--- src/rtl/mul_acc_pkg.sv ---
// Shared definitions for the multiply-accumulate stage that sits behind the
// 8-bit multiplier.
//   PROD_W          : width of the unsigned product coming from the multiplier
//   mul_acc_state_e : accumulator FSM states
//   cnt_w()         : width of a counter able to hold 0..WIN inclusive
package mul_acc_pkg;

    localparam int PROD_W = 16;

    typedef enum logic {
        ACCUM = 1'b0,
        HOLD  = 1'b1
    } mul_acc_state_e;

    function automatic int cnt_w(input int win);
        return $clog2(win + 1);
    endfunction

endpackage

--- src/rtl/mul_acc_sat_add.sv ---
// Combinational saturating adder: acc + zero-extended product.
// Ports:
//   acc [ACC_W-1:0]  : current running sum
//   mul [PROD_W-1:0] : unsigned product to add
//   sum [ACC_W-1:0]  : acc + mul, clamped to all-ones on carry out
//   sat              : the add carried out of ACC_W bits
module mul_acc_sat_add
    import mul_acc_pkg::*;
#(
    parameter int ACC_W = 24
) (
    input  logic [ACC_W-1:0]  acc,
    input  logic [PROD_W-1:0] mul,
    output logic [ACC_W-1:0]  sum,
    output logic              sat
);

    logic [ACC_W:0] wide;

    // One guard bit above the accumulator catches the carry; ACC_W >= PROD_W
    // so the zero-extension pad is always at least one bit.
    assign wide = {1'b0, acc} + {{(ACC_W + 1 - PROD_W){1'b0}}, mul};
    assign sat  = wide[ACC_W];
    assign sum  = sat ? {ACC_W{1'b1}} : wide[ACC_W-1:0];

endmodule

--- src/rtl/mul_acc.sv ---
// Windowed saturating accumulator for multiplier products.
// Sums WIN accepted products, then presents the sum until the consumer takes it.
// Ports:
//   clk, rst            : clock, synchronous active-high reset
//   in_valid / in_ready : product handshake (mul)
//   mul [15:0]          : unsigned product
//   clear               : synchronous abort of the current window / pending output
//   out_valid/out_ready : result handshake (acc_out, ovf)
//   acc_out [ACC_W-1:0] : saturated window sum
//   ovf                 : window saturated (only while out_valid)
//   dbg_state           : current FSM state, for observation only
// Handshake rule (both sides): a transfer happens on the rising edge where
// valid && ready; valid, once raised, holds with stable data until that
// transfer (or clear/rst), and ready never depends on the same-side valid.
module mul_acc
    import mul_acc_pkg::*;
#(
    parameter int ACC_W = 24,
    parameter int WIN   = 4
) (
    input  logic               clk,
    input  logic               rst,
    input  logic               in_valid,
    output logic               in_ready,
    input  logic [PROD_W-1:0]  mul,
    input  logic               clear,
    output logic               out_valid,
    input  logic               out_ready,
    output logic [ACC_W-1:0]   acc_out,
    output logic               ovf,
    output mul_acc_state_e     dbg_state
);

    localparam int            CW       = cnt_w(WIN);
    localparam logic [CW-1:0] LAST_CNT = CW'(WIN - 1);

    mul_acc_state_e   state_q, state_d;
    logic [CW-1:0]    cnt_q, cnt_d;
    logic [ACC_W-1:0] acc_q, acc_d;
    logic             sticky_q, sticky_d;
    logic [ACC_W-1:0] acc_out_q, acc_out_d;
    logic             ovf_q, ovf_d;
    logic             out_valid_q, out_valid_d;

    logic [ACC_W-1:0] add_sum;
    logic             add_sat;

    mul_acc_sat_add #(.ACC_W(ACC_W)) u_add (
        .acc (acc_q),
        .mul (mul),
        .sum (add_sum),
        .sat (add_sat)
    );

    // Ready depends on state and reset only.
    assign in_ready  = (state_q == ACCUM) && !rst;
    assign out_valid = out_valid_q;
    assign acc_out   = acc_out_q;
    assign ovf       = ovf_q;
    assign dbg_state = state_q;

    always_comb begin
        state_d     = state_q;
        cnt_d       = cnt_q;
        acc_d       = acc_q;
        sticky_d    = sticky_q;
        acc_out_d   = acc_out_q;
        ovf_d       = ovf_q;
        out_valid_d = out_valid_q;

        if (clear) begin
            // Abort wins over any handshake in the same cycle: an offered
            // product is dropped and a pending result is discarded.
            state_d     = ACCUM;
            cnt_d       = '0;
            acc_d       = '0;
            sticky_d    = 1'b0;
            ovf_d       = 1'b0;
            out_valid_d = 1'b0;
        end else begin
            case (state_q)
                ACCUM: begin
                    if (in_valid && in_ready) begin
                        acc_d    = add_sum;
                        sticky_d = sticky_q | add_sat;
                        cnt_d    = cnt_q + CW'(1);
                        if (cnt_q == LAST_CNT) begin
                            acc_out_d   = add_sum;
                            ovf_d       = sticky_q | add_sat;
                            out_valid_d = 1'b1;
                            state_d     = HOLD;
                        end
                    end
                end
                HOLD: begin
                    if (out_valid_q && out_ready) begin
                        out_valid_d = 1'b0;
                        acc_d       = '0;
                        cnt_d       = '0;
                        sticky_d    = 1'b0;
                        ovf_d       = 1'b0;
                        state_d     = ACCUM;
                    end
                end
                default: state_d = ACCUM;
            endcase
        end
    end

    always_ff @(posedge clk) begin
        if (rst) begin
            state_q     <= ACCUM;
            cnt_q       <= '0;
            acc_q       <= '0;
            sticky_q    <= 1'b0;
            acc_out_q   <= '0;
            ovf_q       <= 1'b0;
            out_valid_q <= 1'b0;
        end else begin
            state_q     <= state_d;
            cnt_q       <= cnt_d;
            acc_q       <= acc_d;
            sticky_q    <= sticky_d;
            acc_out_q   <= acc_out_d;
            ovf_q       <= ovf_d;
            out_valid_q <= out_valid_d;
        end
    end

endmodule

--- config.mk ---
export PLATFORM = sky130hd
export DESIGN_NAME = mul_acc
export DESIGN_NICKNAME = d
export VERILOG_FILES = /design/src/rtl/mul_acc_pkg.sv /design/src/rtl/mul_acc_sat_add.sv /design/src/rtl/mul_acc.sv
export SDC_FILE = /design/constraint.sdc
export NUM_CORES = 1
export LEC_CHECK = 0
export ABC_CLOCK_PERIOD_IN_PS = 6400
export CAP_MARGIN = 10
export CORE_MARGIN = 4
export CORE_UTILIZATION = 50
export CTS_CLUSTER_DIAMETER = 100
export DETAILED_ROUTE_END_ITERATION = 10
export GPL_TIMING_DRIVEN = 0
export PLACE_DENSITY = 0.79
export SYNTH_ARGS = -nofsm -noshare
export SYNTH_HDL_FRONTEND = slang
export SYNTH_SLANG_ARGS = --single-unit
--- constraint.sdc ---
create_clock -name clk -period 6.4 [get_ports clk]
set_clock_uncertainty 0.05 [all_clocks]
set_input_delay 1.92 -clock clk [delete_from_list [all_inputs] [get_ports clk]]
set_output_delay 1.92 -clock clk [all_outputs]
set_load 0.05 [all_outputs]
==> run summary, run 1 <==
run status -> completed
Mapped Area -> 3390 sq um
global-route usage over all layers -> 22.33%
layout-stage area growth over the synthesis result -> 20.16%
startpoint class of the critical path -> input port
clock-pin slew on the worst setup and hold paths -> 0.11 ns
number of antenna violations at the first check in global routing -> 0
#FFs+latches synth -> 55
highest clock rate -> 199.7 MHz
count of flip-flops with a built-in enable after synthesis -> 0
Multi-input gate area -> 2117 sq um
buffers inserted by post-CTS timing repair -> 0
met3 usage in global routing -> 3.583%
CP required -> 4.43 ns
standby leakage power -> 0.001476 uW
most numerous cell types in the synthesized netlist -> 55 x sky130_fd_sc_hd__dfxtp_1, 53 x sky130_fd_sc_hd__nand2_1, 42 x sky130_fd_sc_hd__nor2_1, 36 x sky130_fd_sc_hd__a21oi_1, 29 x sky130_fd_sc_hd__o21ai_0
area fraction of the dominant cell type after synthesis -> 32.48%
Die X-Extent -> 90.34 um
root cell of the clock tree -> sky130_fd_sc_hd__clkbuf_8
type of the tightest min-delay check -> flip-flop to flip-flop
count of port buffers added during placement -> 47
most used standard cell by instance count after synthesis -> sky130_fd_sc_hd__dfxtp_1
setup repair after global routing missed its margin -> false
number of diodes -> 0
via/cell ratio -> 5.967
gr busiest metal -> met2
CTS tree -> built
aggregate negative setup slack -> 0 ns
Post-Synthesis Mean Instance Area -> 8.227 sq um
count of cells resized by post-cts repair -> 0
routability congestion estimate from global placement -> 0.9128
cell type with the largest total area after synthesis -> sky130_fd_sc_hd__dfxtp_1
Post-Place Cells -> 536
max cap viols -> 0
DR iter-0 viols -> 308
Final period util -> 78.24%
power density over the cells -> 168.7 nW/um^2
share of the yosys chip area belonging to registers -> 32.48%
Max clock buf depth -> 2
net count after synthesis -> 452
slew at the pin closest to its max-slew limit -> 0.7895 ns
Core Footprint -> 6459 sq um
number of instances on the worst hold path -> 2
critical path type -> input port to output pin
Yosys warning total -> 0
post-layout utilization of the core -> 63.06%
largest net degree at the start of global routing -> 19
via count of the first global-routing pass -> 3124
half-perimeter wire length after detailed placement -> 6757 um
number of H-tree branching levels -> 2
Congestion Overflow GR -> 0
sum of routed wire length over all layers -> 9123 um
share of post-route cells with drive strength above 1 -> 11.13%
dominant synthesized flop cell -> sky130_fd_sc_hd__dfxtp_1
WHS -> 0.4113 ns
number of fill cells in the layout -> 586
met2 Usage GRT -> 36.22%
synthesized netlist cell count -> 412
fraction of met1 tracks used by global routing -> 30.57%
data arrival time of the worst path -> 3.04 ns
clk sinks -> 55
effective utilization at floorplan -> 52.48%
Post-CTS Hold Fix Bufs -> 0
DRC violation count after routing -> 0
DIE AREA -> 8160 sq um
count of endpoints failing hold in the final timing report -> 0
maximum fanout along the worst path -> 10
cell types with the largest area share after synthesis -> sky130_fd_sc_hd__dfxtp_1 32%, sky130_fd_sc_hd__ha_1 6.6%, sky130_fd_sc_hd__nand2_1 5.9%, sky130_fd_sc_hd__a21oi_1 5.3%, sky130_fd_sc_hd__nor2_1 4.7%
share of flip-flops with an asynchronous set or reset after synthesis -> 0%
Final Max Slew Viols -> 0
number of placed I/O pins -> 49
clock period minus worst slack -> 5.007 ns
via count -> 3246
cells on worst reg2reg path -> 8
floorplan row count -> 29
wire length of the first global-routing pass -> 15070 um
Vert. Die Dim -> 90.34 um
element type at the critical path end -> output pin
worst-case setup slack after placement -> 1.409 ns
combined flip-flop and latch cell area -> 1101 sq um
final worst slack -> 1.393 ns
relative slew slack -> 47.37%
Max rail drop VDD -> 0.0001109 V
count of nets after finishing -> 506
routed length per placed instance -> 16.77 um
count of antenna-violating nets left after detailed routing -> 0
first drt pass iteration count -> 5
final count of negative-setup-slack endpoints -> 0
Clk Latency, worst-skew pair -> 0.31 ns
number of distinct library cell variants in the gate-level netlist after synthesis -> 60
number of buffers inserted during clock tree synthesis -> 5
post-route insts no fill -> 544
cells in the final DEF (no fill, tap or decap), types with 5 or more instances in the layout:
master,n
sky130_fd_sc_hd__dfxtp_1,55
sky130_fd_sc_hd__nand2_1,53
sky130_fd_sc_hd__clkdlybuf4s50_1,47
sky130_fd_sc_hd__nor2_1,42
sky130_fd_sc_hd__a21oi_1,36
sky130_fd_sc_hd__o21ai_0,29
sky130_fd_sc_hd__ha_1,18
sky130_fd_sc_hd__nor3_1,17
sky130_fd_sc_hd__a211oi_1,14
sky130_fd_sc_hd__xnor2_1,11
sky130_fd_sc_hd__a21o_1,9
sky130_fd_sc_hd__buf_4,8
sky130_fd_sc_hd__buf_2,8
sky130_fd_sc_hd__nand4_1,8
sky130_fd_sc_hd__clkbuf_1,7
sky130_fd_sc_hd__xor2_1,6
sky130_fd_sc_hd__nand3_1,6
sky130_fd_sc_hd__and2_1,6
sky130_fd_sc_hd__o211ai_1,5
sky130_fd_sc_hd__a31oi_1,5
sky130_fd_sc_hd__clkbuf_8,5
routing by layer:
metal,routed length (um),vias to the layer above
met3,494,17
li1,-,1603
met2,4190,125
met1,4305,1501
met5,0,-
met4,133,0
kinds of logic (layout without fill, tap and decap cells):
family / after synthesis / after routing / synth area share [%]
AO/OA/AOI/OAI: 127 / 127 / 25.91
XOR/XNOR: 17 / 17 / 4.393
adder cells (fa/ha/maj): 19 / 19 / 7.235
buffers and inverters: 31 / 86 / 5.057
flip-flops: 55 / 55 / 32.48
multiplexers: 3 / 3 / 0.8860
AND/OR/NAND/NOR: 160 / 160 / 24.03
metrics by stage:
stage	instance area, sq um	power [uW]
global placement	3956	447.1
finish	4073	686.9
detailed placement	3956	449.1
CTS	4073	689.9
floorplan	3390	418.6
global route	4073	712.7
worst paths after layout:
check / startpoint / to / slack [ns]
hold reg to reg: acc_q[7] / acc_q[7] / 0.41
hold / removal: acc_q[7] / acc_q[7] / 0.41
setup / recovery: rst / in_ready / 1.39
setup reg to reg: acc_q[0] / acc_out[14] / 3.60
worst max-delay path: stages:
cell	delay (ns)
sky130_fd_sc_hd__buf_4	0.15
sky130_fd_sc_hd__nor2_1	0.14
sky130_fd_sc_hd__clkdlybuf4s50_1	0.83
state kept, by name, summed over array words and instances, names as in the netlist:
| register | count |
|---|---|
| sticky_q | 1 |
| cnt_q | 3 |
| acc_out | 24 |
| ovf | 1 |
| dbg_state | 1 |
| acc_q | 24 |
| out_valid | 1 |
report_power, final:
group / switching, uW / total [uW] / internal, uW
clock network: 125 / 244 / 119
registers: 1.83 / 347 / 345
logic: 57.9 / 96.6 / 38.7
layout make-up:
type	instances	area share (%)
Multi-Input combinational cell	326	51.98
Sequential cell	55	27.04
Timing Repair Buffer	47	11.55
Buffer	27	3.840
Tap cell	77	2.366
Clock buffer	5	1.690
Clock inverter	3	1.167
Inverter	4	0.3687
(Power assumes the default switching activity.)
==> run 2: changes to the inputs <==
--- a/config.mk
+++ b/config.mk
@@ -5,14 +5,14 @@
 export SDC_FILE = /design/constraint.sdc
 export NUM_CORES = 1
 export LEC_CHECK = 0
-export ABC_CLOCK_PERIOD_IN_PS = 6400
+export ABC_CLOCK_PERIOD_IN_PS = 4120
 export CAP_MARGIN = 10
 export CORE_MARGIN = 4
 export CORE_UTILIZATION = 50
 export CTS_CLUSTER_DIAMETER = 100
 export DETAILED_ROUTE_END_ITERATION = 10
 export GPL_TIMING_DRIVEN = 0
-export PLACE_DENSITY = 0.79
+export PLACE_DENSITY = 0.82
 export SYNTH_ARGS = -nofsm -noshare
 export SYNTH_HDL_FRONTEND = slang
 export SYNTH_SLANG_ARGS = --single-unit
==> constraint.sdc (replaced) <==
create_clock -name clk -period 4.12 [get_ports clk]
set_clock_uncertainty 0.05 [all_clocks]
set_input_delay 1.236 -clock clk [delete_from_list [all_inputs] [get_ports clk]]
set_output_delay 1.236 -clock clk [all_outputs]
set_load 0.05 [all_outputs]
==> run summary, run 2 (same netlist as run 1, synthesis figures left out) <==
post-route cell area -> 4041 sq um (was 4073 sq um)
largest net degree at the start of global routing -> 17 (was 19)
clock period minus worst slack -> 3.877 ns
max cap viols -> 0 (unchanged)
clock-pin slew on the worst setup and hold paths -> 0.10 ns (was 0.11 ns)
count of port buffers added during placement -> 47 (unchanged)
Max rail drop VDD -> 0.0001415 V (was 0.0001109 V)
count of cells resized by post-cts repair -> 0 (unchanged)
placed cell areas -> 3956 sq um (unchanged)
element type at the critical path end -> flip-flop (was output pin)
post-layout utilization of the core -> 62.57% (was 63.06%)
run status -> completed (unchanged)
critical path type -> input port to flip-flop (was input port to output pin)
count of endpoints failing hold in the final timing report -> 0 (unchanged)
Clk Latency, worst-skew pair -> 0.33 ns (was 0.31 ns)
Final Max Slew Viols -> 0 (unchanged)
root cell of the clock tree -> sky130_fd_sc_hd__clkbuf_8 (unchanged)
global-route usage over all layers -> 22.04% (was 22.33%)
maximum fanout along the worst path -> 4 (was 10)
standby leakage power -> 0.001458 uW (was 0.001476 uW)
Congestion Overflow GR -> 0 (unchanged)
final count of negative-setup-slack endpoints -> 0 (unchanged)
Vert. Die Dim -> 90.34 um (unchanged)
effective utilization at floorplan -> 52.48% (unchanged)
routability congestion estimate from global placement -> 0.9001 (was 0.9128)
type of the tightest min-delay check -> flip-flop to flip-flop (unchanged)
setup repair after global routing missed its margin -> false (unchanged)
number of placed I/O pins -> 49 (unchanged)
aggregate negative setup slack -> 0 ns (unchanged)
floorplan row count -> 29 (unchanged)
clk sinks -> 55 (unchanged)
Die X-Extent -> 90.34 um (unchanged)
power density over the cells -> 247.5 nW/um^2 (was 168.7 nW/um^2)
number of antenna violations at the first check in global routing -> 0 (unchanged)
CTS tree -> built (unchanged)
number of diodes -> 0 (unchanged)
Post-Place Cells -> 536 (unchanged)
relative slew slack -> 47.17% (was 47.37%)
post-route insts no fill -> 544 (unchanged)
count of nets after finishing -> 506 (unchanged)
final worst slack -> 0.2434 ns (was 1.393 ns)
via count of the first global-routing pass -> 2943 (was 3124)
number of buffers inserted during clock tree synthesis -> 5 (unchanged)
number of fill cells in the layout -> 600 (was 586)
share of post-route cells with drive strength above 1 -> 10.92% (was 11.13%)
layout-stage area growth over the synthesis result -> 19.23% (was 20.16%)
slew at the pin closest to its max-slew limit -> 0.7925 ns (was 0.7895 ns)
sum of routed wire length over all layers -> 9119 um (was 9123 um)
worst-case setup slack after placement -> -0.01903 ns (was 1.409 ns)
number of H-tree branching levels -> 2 (unchanged)
half-perimeter wire length after detailed placement -> 6702 um (was 6757 um)
Core Footprint -> 6459 sq um (unchanged)
top library cells by usage in the layout, fill and taps aside -> 55 x sky130_fd_sc_hd__dfxtp_1, 53 x sky130_fd_sc_hd__nand2_1, 47 x sky130_fd_sc_hd__clkdlybuf4s50_1 (unchanged)
startpoint class of the critical path -> input port (unchanged)
most common cell after layout, fill and taps aside -> sky130_fd_sc_hd__dfxtp_1 (unchanged)
wire length of the first global-routing pass -> 14630 um (was 15070 um)
count of antenna-violating nets left after detailed routing -> 0 (unchanged)
Final period util -> 94.09%
CP required -> 4.25 ns (was 4.43 ns)
Max clock buf depth -> 2 (unchanged)
highest clock rate -> 258.0 MHz
DRC violation count after routing -> 0 (unchanged)
DIE AREA -> 8160 sq um (unchanged)
via count -> 3251 (was 3246)
via/cell ratio -> 5.976 (was 5.967)
Post-CTS Hold Fix Bufs -> 0 (unchanged)
data arrival time of the worst path -> 4.01 ns (was 3.04 ns)
DR iter-0 viols -> 244 (was 308)
routed length per placed instance -> 16.76 um (was 16.77 um)
first drt pass iteration count -> 5 (unchanged)
buffers inserted by post-CTS timing repair -> 0 (unchanged)
run 2: changes by cell type in the layout (fill, tap and decap cells not counted), sizes merged:
cell      previous run  this run
bufinv               1         0
clkbuf              12        13
clkinvlp             0         1
inv                  5         4
run 2: layout make-up:
cell class / instances / area, sq um / share of cell area [%]
Buffer: 27 / 156.4 / 3.870
Clock inverter: 2 / 12.51 / 0.3096
Sequential cell: 55 / 1101 / 27.24
Tap cell: 77 / 96.34 / 2.384
Multi-Input combinational cell: 326 / 2117 / 52.38
Inverter: 4 / 15.01 / 0.3715
Timing Repair Buffer: 47 / 470.5 / 11.64
Clock buffer: 6 / 72.57 / 1.796
run 2: metrics by stage:
stage               hold slack, ns  power (uW)
floorplan                   0.3791       650.3
global placement            0.3891       695.8
detailed placement          0.4010       697.3
CTS                         0.4155       997.2
global route                0.4355        1035
finish                      0.4141        1000
run 2: per-layer routing:
layer  wire, um  GRT usage (%)
met5          0              0
met4        132          5.740
met3        618          4.500
met2       4143          35.10
met1       4224          30.43
run 2: critical path, stage by stage:
cell                              delay (ns)
sky130_fd_sc_hd__clkdlybuf4s50_1        0.42
sky130_fd_sc_hd__ha_1                   0.25
sky130_fd_sc_hd__fa_1                   0.41
sky130_fd_sc_hd__a21o_1                 0.24
sky130_fd_sc_hd__a221oi_1               0.59
sky130_fd_sc_hd__o21bai_1               0.24
sky130_fd_sc_hd__a31oi_2                0.34
sky130_fd_sc_hd__xor2_1                 0.19
sky130_fd_sc_hd__a211oi_1               0.08
run 2: path summary, 6_finish.rpt:
path | startpoint | end | slack, ns | cells past startpoint
max | mul[0] | acc_out[14] | 0.24 | 9
min | sticky_q | sticky_q | 0.41 | 2
max reg2reg | acc_q[0] | acc_out[14] | 1.27 | 8
min reg2reg | sticky_q | sticky_q | 0.41 | 2
run 2: power breakdown:
| group | total [uW] | internal [uW] | leakage, uW | switching (uW) |
|---|---|---|---|---|
| registers | 539 | 536 | 0.000444 | 2.75 |
| clock network | 312 | 120 | 0.0000412 | 193 |
| logic | 149 | 59.9 | 0.000974 | 89.6 |
